### src/rtl/watch_ctrl_pkg.sv
// Shared encodings for the watch time-set controller: FSM states double as o_field codes,
// plus the FND blank-mask one-hot constants and field navigation helpers.
package watch_ctrl_pkg;

    typedef enum logic [1:0] {
        ST_RUN      = 2'd0,
        ST_SET_HOUR = 2'd1,
        ST_SET_MIN  = 2'd2,
        ST_SET_SEC  = 2'd3
    } state_e;

    localparam logic [2:0] BLANK_NONE = 3'b000;
    localparam logic [2:0] BLANK_HOUR = 3'b100;
    localparam logic [2:0] BLANK_MIN  = 3'b010;
    localparam logic [2:0] BLANK_SEC  = 3'b001;

    function automatic logic [2:0] field_mask(input state_e st);
        case (st)
            ST_SET_HOUR: return BLANK_HOUR;
            ST_SET_MIN:  return BLANK_MIN;
            ST_SET_SEC:  return BLANK_SEC;
            default:     return BLANK_NONE;
        endcase
    endfunction

    function automatic state_e next_field(input state_e st);
        case (st)
            ST_SET_HOUR: return ST_SET_MIN;
            ST_SET_MIN:  return ST_SET_SEC;
            default:     return ST_SET_HOUR;
        endcase
    endfunction

    function automatic state_e prev_field(input state_e st);
        case (st)
            ST_SET_HOUR: return ST_SET_SEC;
            ST_SET_SEC:  return ST_SET_MIN;
            default:     return ST_SET_HOUR;
        endcase
    endfunction

endpackage

### src/rtl/btn_autorepeat.sv
// Edge detector plus hold/repeat timer for the increment button. pulse_o is asserted in the
// cycle the edge is seen, then HOLD_CNT cycles later, then every REPEAT_CNT cycles while held.
module btn_autorepeat #(
    parameter int unsigned HOLD_CNT   = 50_000_000,
    parameter int unsigned REPEAT_CNT = 10_000_000
) (
    input  logic clk,
    input  logic rst,
    input  logic btn_i,
    input  logic kill_i,
    output logic edge_o,
    output logic pulse_o
);
    localparam int unsigned MAX_CNT = (HOLD_CNT > REPEAT_CNT) ? HOLD_CNT : REPEAT_CNT;
    localparam int          CW      = $clog2(MAX_CNT + 1);
    localparam logic [CW-1:0] HOLD_V   = CW'(HOLD_CNT);
    localparam logic [CW-1:0] REPEAT_V = CW'(REPEAT_CNT);
    localparam logic [CW-1:0] MAX_V    = CW'(MAX_CNT);

    logic          prev_q;
    logic          active_q;
    logic          repeat_q;
    logic [CW-1:0] cnt_q;
    logic          at_target;

    assign edge_o    = btn_i & ~prev_q;
    assign at_target = (cnt_q == (repeat_q ? REPEAT_V : HOLD_V));
    assign pulse_o   = ~kill_i & (edge_o | (active_q & btn_i & at_target));

    // NOTE: registered state is updated with <= only, so every flop samples pre-edge values.
    always_ff @(posedge clk or posedge rst) begin
        if (rst) begin
            prev_q   <= 1'b0;
            active_q <= 1'b0;
            repeat_q <= 1'b0;
            cnt_q    <= '0;
        end else begin
            prev_q <= btn_i;
            if (kill_i || !btn_i) begin
                // Once killed, only a fresh press can re-arm, since prev_q tracks the held level.
                active_q <= 1'b0;
                repeat_q <= 1'b0;
                cnt_q    <= '0;
            end else if (edge_o) begin
                active_q <= 1'b1;
                repeat_q <= 1'b0;
                cnt_q    <= CW'(1);
            end else if (active_q) begin
                if (at_target) begin
                    repeat_q <= 1'b1;
                    cnt_q    <= CW'(1);
                end else if (cnt_q < MAX_V) begin
                    cnt_q <= cnt_q + 1'b1;
                end
            end
        end
    end

endmodule

### src/rtl/watch_set_ctrl.sv
// Time-set controller: run/hold gate, field selection FSM, increment/clear pulses,
// selected-field blink and set-mode inactivity timeout. All outputs are registered.
module watch_set_ctrl
    import watch_ctrl_pkg::*;
#(
    parameter int unsigned HOLD_CNT    = 50_000_000,
    parameter int unsigned REPEAT_CNT  = 10_000_000,
    parameter int unsigned BLINK_CNT   = 25_000_000,
    parameter int unsigned TIMEOUT_CNT = 1_000_000_000
) (
    input  logic       clk,
    input  logic       rst,
    input  logic       btn_mode,
    input  logic       btn_L,
    input  logic       btn_R,
    input  logic       btn_U,
    input  logic       btn_D,
    output logic       o_run,
    output logic       o_clear,
    output logic       o_inc_hour,
    output logic       o_inc_min,
    output logic       o_inc_sec,
    output logic [1:0] o_field,
    output logic [2:0] o_blank
);
    localparam int BW = $clog2(BLINK_CNT + 1);
    localparam int TW = $clog2(TIMEOUT_CNT + 1);
    localparam logic [BW-1:0] BLINK_LAST = BW'(BLINK_CNT - 1);
    localparam logic [BW-1:0] BLINK_MAX  = BW'(BLINK_CNT);
    localparam logic [TW-1:0] IDLE_LAST  = TW'(TIMEOUT_CNT - 1);
    localparam logic [TW-1:0] IDLE_MAX   = TW'(TIMEOUT_CNT);

    state_e        state_q, state_d;
    logic          mode_prev_q, l_prev_q, r_prev_q, d_prev_q;
    logic          mode_e, l_e, r_e, u_e, d_e;
    logic          kill, inc_fire, restart;
    logic [BW-1:0] blink_q, blink_d;
    logic          phase_q, phase_d;
    logic [TW-1:0] idle_q, idle_d;
    logic          run_q, clear_q, clear_d, inc_hour_q, inc_min_q, inc_sec_q;
    logic [2:0]    blank_q;

    assign mode_e = btn_mode & ~mode_prev_q;
    assign l_e    = btn_L & ~l_prev_q;
    assign r_e    = btn_R & ~r_prev_q;
    assign d_e    = btn_D & ~d_prev_q;

    // A D edge loses to a same-cycle U edge, so it only kills a repeat already in progress.
    assign kill = (state_q == ST_RUN) | mode_e | l_e | r_e | (d_e & ~u_e);

    btn_autorepeat #(
        .HOLD_CNT   (HOLD_CNT),
        .REPEAT_CNT (REPEAT_CNT)
    ) u_autorepeat (
        .clk     (clk),
        .rst     (rst),
        .btn_i   (btn_U),
        .kill_i  (kill),
        .edge_o  (u_e),
        .pulse_o (inc_fire)
    );

    assign restart = mode_e | l_e | r_e | u_e | d_e | inc_fire;

    // NOTE: every signal written here gets a default first, so no latch can be inferred.
    always_comb begin
        state_d = state_q;
        clear_d = 1'b0;
        if (state_q == ST_RUN) begin
            if (mode_e) state_d = ST_SET_HOUR;
        end else if (mode_e) begin
            state_d = ST_RUN;
        end else if (l_e) begin
            state_d = prev_field(state_q);
        end else if (r_e) begin
            state_d = next_field(state_q);
        end else if (!u_e && d_e) begin
            clear_d = 1'b1;
        end else if (!u_e && !inc_fire && idle_q == IDLE_LAST) begin
            state_d = ST_RUN;
        end

        blink_d = blink_q;
        phase_d = phase_q;
        idle_d  = idle_q;
        if (state_d == ST_RUN || restart) begin
            blink_d = '0;
            phase_d = 1'b0;
            idle_d  = '0;
        end else begin
            if (blink_q == BLINK_LAST) begin
                blink_d = '0;
                phase_d = ~phase_q;
            end else if (blink_q < BLINK_MAX) begin
                blink_d = blink_q + 1'b1;
            end
            if (idle_q < IDLE_MAX) idle_d = idle_q + 1'b1;
        end
    end

    always_ff @(posedge clk or posedge rst) begin
        if (rst) begin
            state_q     <= ST_RUN;
            mode_prev_q <= 1'b0;
            l_prev_q    <= 1'b0;
            r_prev_q    <= 1'b0;
            d_prev_q    <= 1'b0;
            blink_q     <= '0;
            phase_q     <= 1'b0;
            idle_q      <= '0;
            run_q       <= 1'b1;
            clear_q     <= 1'b0;
            inc_hour_q  <= 1'b0;
            inc_min_q   <= 1'b0;
            inc_sec_q   <= 1'b0;
            blank_q     <= BLANK_NONE;
        end else begin
            state_q     <= state_d;
            mode_prev_q <= btn_mode;
            l_prev_q    <= btn_L;
            r_prev_q    <= btn_R;
            d_prev_q    <= btn_D;
            blink_q     <= blink_d;
            phase_q     <= phase_d;
            idle_q      <= idle_d;
            run_q       <= (state_d == ST_RUN);
            clear_q     <= clear_d;
            inc_hour_q  <= inc_fire & (state_q == ST_SET_HOUR);
            inc_min_q   <= inc_fire & (state_q == ST_SET_MIN);
            inc_sec_q   <= inc_fire & (state_q == ST_SET_SEC);
            blank_q     <= field_mask(state_d) & {3{phase_d}};
        end
    end

    assign o_run      = run_q;
    assign o_clear    = clear_q;
    assign o_inc_hour = inc_hour_q;
    assign o_inc_min  = inc_min_q;
    assign o_inc_sec  = inc_sec_q;
    assign o_field    = state_q;
    assign o_blank    = blank_q;

endmodule
### config.mk
export PLATFORM = sky130hd
export DESIGN_NAME = watch_set_ctrl
export DESIGN_NICKNAME = d
export VERILOG_FILES = /design/src/rtl/watch_ctrl_pkg.sv /design/src/rtl/btn_autorepeat.sv /design/src/rtl/watch_set_ctrl.sv
export SDC_FILE = /design/constraint.sdc
export NUM_CORES = 1
export LEC_CHECK = 0
export BUFFER_PORTS_ARGS = -buffer_cell sky130_fd_sc_hd__buf_2
export CAP_MARGIN = 40
export CORE_AREA = 8 8 145 147
export CTS_BUF_LIST = sky130_fd_sc_hd__clkbuf_2 sky130_fd_sc_hd__clkbuf_4 sky130_fd_sc_hd__clkbuf_8
export DETAILED_ROUTE_END_ITERATION = 6
export DIE_AREA = 0 0 153 155
export PLACE_DENSITY_LB_ADDON = 0.3
export SYNTH_ARGS = -nofsm -noshare
export SYNTH_HDL_FRONTEND = slang
export SYNTH_SLANG_ARGS = --single-unit
### constraint.sdc
create_clock -name clk -period 3.55 [get_ports clk]
set_clock_uncertainty 0.1 [all_clocks]
set_input_delay 0.1775 -clock clk [delete_from_list [all_inputs] [get_ports clk]]
set_output_delay 0.1775 -clock clk [all_outputs]
set_load 0.02 [all_outputs]
==> summary.md <==
| Metric | Value |
|---|---|
| Total iterations of the first detailed-routing run | 4 |
| Worst Path Required | 3.69 ns |
| Startpoint Class | register |
| Port Buffers | 16 |
| Core region area | 18950 um2 |
| Number of synthesized flops with an enable pin | 0 |
| Setup CP Type | register to register |
| Initial core utilization | 0.2892 |
| Worst hold margin | 0.2239 ns |
| GPL Wtd Cong | 0.7978 |
| Switching Share | 0.2738 |
| Ports | 17 |
| Seq/Total Area, Yosys | 0.4522 |
| Bufs and invs on worst path | 1 |
| Critical Path End Type | register |
| Vias | 4462 |
| Post-CTS sizing | 0 |
| Worst path arrival time | 3.03 ns |
| Most common cell after layout, fill and taps aside | dfrtp_1 |
| Post-synthesis register bit count | 99 |
| Placement Rows | 51 |
| Ys async rst share | 1.000 |
| # DRC | 0 |
| DP Worst Slack | 0.7029 ns |
| Commonest cells after routing, fill and taps aside | dfrtp_1 (98), nor2_1 (64), nand2_1 (46), xnor2_1 (43), a21oi_1 (36) |
| 1st-iter DRT viols | 233 |
| CP delay by family, top | simple AND/OR/NAND/NOR gates |
| Sequential share of power | 0.473 |
| Routed Antenna Nets | 0 |
| Fin nets | 633 |
| Status | complete, no violations |
| Die Wd | 153 um |
| CP Max Fanout | 16 |
| Sink Count | 99 |
| Final Cycle Share | 0.8137 |
| Post-Synth XOR/XNOR Area | 0.07190 |
| Post-Syn Nets | 611 |
| First-pass GRT wire length | 21770 um |
| Power density cells | 410.4 nW/um2 |
| H-tree Lvls | 3 |
| GRT Overall Usage | 0.1104 |
| Worst-case vdd ir drop | 0.2020 mV |
| Syn Inst Count | 595 |
| Largest net degree at the start of global routing | 58 |
| CTS tree | built |
| Lkg Pwr | 2.382 nW |
| Synth warn | 0 |
| Post-CTS setup buffer count | 0 |
| Largest family of logic cells by synthesized area | simple AND/OR/NAND/NOR gates |
| Slowest CP cell | or4b_2 |
| Synth-to-Final Area Change | 12.87% |
| Cell area after synthesis | 5482 um2 |
| Least-Margin Pin Slew | 0.7900 ns |
| GR Overflow Total | 0 |
| Post-synthesis mux area share | 0.01096 |
| Clk Latency, worst-skew pair | 0.38 ns |
| Max cap viols | 0 |
| DR WL/cell | 14.61 um |
| Final Routed Wirelength | 12560 um |
| Area share of fa/ha/maj cells after synthesis | 0.02054 |
| ANT cells | 0 |
| TritonCTS Buffers | 9 |
| DIE HEIGHT | 155 um |
| Post-Synth Simple-Gate Area | 0.2906 |
| Vias in the first global route | 4468 |
| DIE AREA | 23720 um2 |
| Rel. slew slack | 0.4689 |
| Initial antenna violation count | 0 |
| Comb pwr share | 0.152 |
| Final core occ | 0.3265 |
| Min Clock Period, post-route | 2.888 ns |
| Crit path largest cell delay | 0.69 ns |
| Internal Power | 1.844 mW |
| Final WS setup | 0.6615 ns |
| CTS Root Cell | clkbuf_8 |
| Fmax | 346.2 MHz |
| Cells along the critical path | inv_1, ha_1, or4b_2, a32oi_1, a211o_1, o211ai_1, or4b_1, nor2_1 |
| Pins over their slew limit | 0 |
| Clock Path Buffers | 2 |
| Hold Violations, Final | 0 |
| Synth Area in Compound Gates | 0.1160 |
| HPWL Detailed | 8719 um |
| Unique masters post-synth | 60 |
| Worst min path class | input pin to async pin |
| Final setup TNS | 0 ns |
| Clk pwr share | 0.375 |
| Filler Cell Count | 1956 |
| Share of cells above drive strength 1 | 0.1029 |
| CTS clk-pin slew, worst paths | 0.09 ns |
| Final count of negative-setup-slack endpoints | 0 |
| Psw | 695.3 uW |
| RSZ-0062 raised after global routing | no |
| Ys flop type | dfrtp_1 |
| Synthesized area per cell | 9.213 um2 |
| Via density | 5.188 |
## routing by layer
layer,share of wire,vias to the layer above,track usage
met2,0.49,61,0.1919
met5,0,-,0
met1,0.47,2196,0.1337
li1,-,2193,-
met4,0.0099,0,0.02592
met3,0.033,12,0.03051
## worst reg2reg max path, cell delays in order, from the launching register on
cell      delay, ns
dfrtp_1        0.46
inv_1          0.12
ha_1           0.21
or4b_2         0.69
a32oi_1        0.21
a211o_1        0.14
o211ai_1       0.12
or4b_1         0.57
nor2_1         0.13
## per-stage QoR
step / instances / total power [mW] / area, um2
after floorplan: 595 / 1.493 / 5482
after global placement: 836 / 1.589 / 5823
after detailed placement: 838 / 1.606 / 5858
after CTS: 860 / 2.582 / 6187
after global routing: 860 / 2.678 / 6187
final: 860 / 2.539 / 6187
## synth_stat cells (3+ instances only)
master | number | share of area
a2111oi_0 | 3 | 0.0048
a211o_1 | 3 | 0.0048
a211oi_1 | 6 | 0.0082
a21o_1 | 3 | 0.0041
a21oi_1 | 36 | 0.033
and2_1 | 10 | 0.011
and3_1 | 11 | 0.013
and4_1 | 7 | 0.011
buf_2 | 10 | 0.0091
clkbuf_1 | 10 | 0.0068
dfrtp_1 | 98 | 0.45
ha_1 | 9 | 0.021
inv_1 | 25 | 0.017
mux2i_1 | 6 | 0.011
nand2_1 | 46 | 0.032
nand2b_1 | 6 | 0.0068
nand3_1 | 29 | 0.026
nand4_1 | 23 | 0.026
nor2_1 | 64 | 0.044
nor2b_1 | 6 | 0.0068
nor3_1 | 19 | 0.017
nor4_1 | 15 | 0.017
nor4_2 | 3 | 0.0068
nor4b_1 | 5 | 0.0080
o211ai_1 | 5 | 0.0068
o21ai_0 | 15 | 0.014
o31ai_1 | 9 | 0.012
or2_2 | 6 | 0.0068
or3_1 | 14 | 0.016
or4_1 | 15 | 0.021
xnor2_1 | 43 | 0.069
## cells by family after synthesis
| family | after synthesis |
|---|---|
| compound gates | 97 |
| xor+xnor | 45 |
| fa+ha+maj | 9 |
| buf+inv | 48 |
| flops | 99 |
| mux | 6 |
| simple gates | 291 |
## power groups by stage
stage | clock [mW] | combinational (mW) | sequential [mW]
2_1_floorplan | 0 | 0.255 | 1.24
3_3_place_gp | 0 | 0.369 | 1.22
3_5_place_dp | 0 | 0.382 | 1.22
4_1_cts | 0.992 | 0.388 | 1.20
5_1_grt | 1.04 | 0.432 | 1.21
6_report | 0.952 | 0.386 | 1.20
## cell type report
| class | instances | area (um2) | share of cell area |
|---|---|---|---|
| inverter | 25 | 96.34 | 0.01557 |
| sequential | 99 | 2479 | 0.4006 |
| clock buffer | 10 | 131.4 | 0.02123 |
| tap | 238 | 297.8 | 0.04813 |
| timing repair buffer | 34 | 250.2 | 0.04044 |
| multi-input combinational | 448 | 2795 | 0.4518 |
| clock inverter | 6 | 137.6 | 0.02224 |
## state kept, by name, indices dropped and copies added, names as in the netlist, 2 cells and up
| signal | flops |
|---|---|
| idle_q | 30 |
| u_autorepeat.cnt_q | 26 |
| o_field | 2 |
| blink_q | 25 |
| o_blank | 3 |
## worst paths after layout
kind	from	endpoint	slack, ns	cells after the start
min	rst	blink_q[7]	0.22	3
min reg2reg	idle_q[29]	idle_q[29]	0.44	2
min in group clk	btn_L	l_prev_q	0.37	2
max in group asynchronous	rst	u_autorepeat.cnt_q[11]	2.20	5
max	o_field[1]	blink_q[0]	0.66	8
max reg2reg	o_field[1]	blink_q[0]	0.66	8
## timing repair
| action | in CTS | in global routing |
|---|---|---|
| endpoints found under the setup margin | 0 | 0 |
| hold buffers | 6 | 0 |
| hold endpoints to repair | 30 | 0 |
No activity file was read; power rests on OpenSTA's default activity.
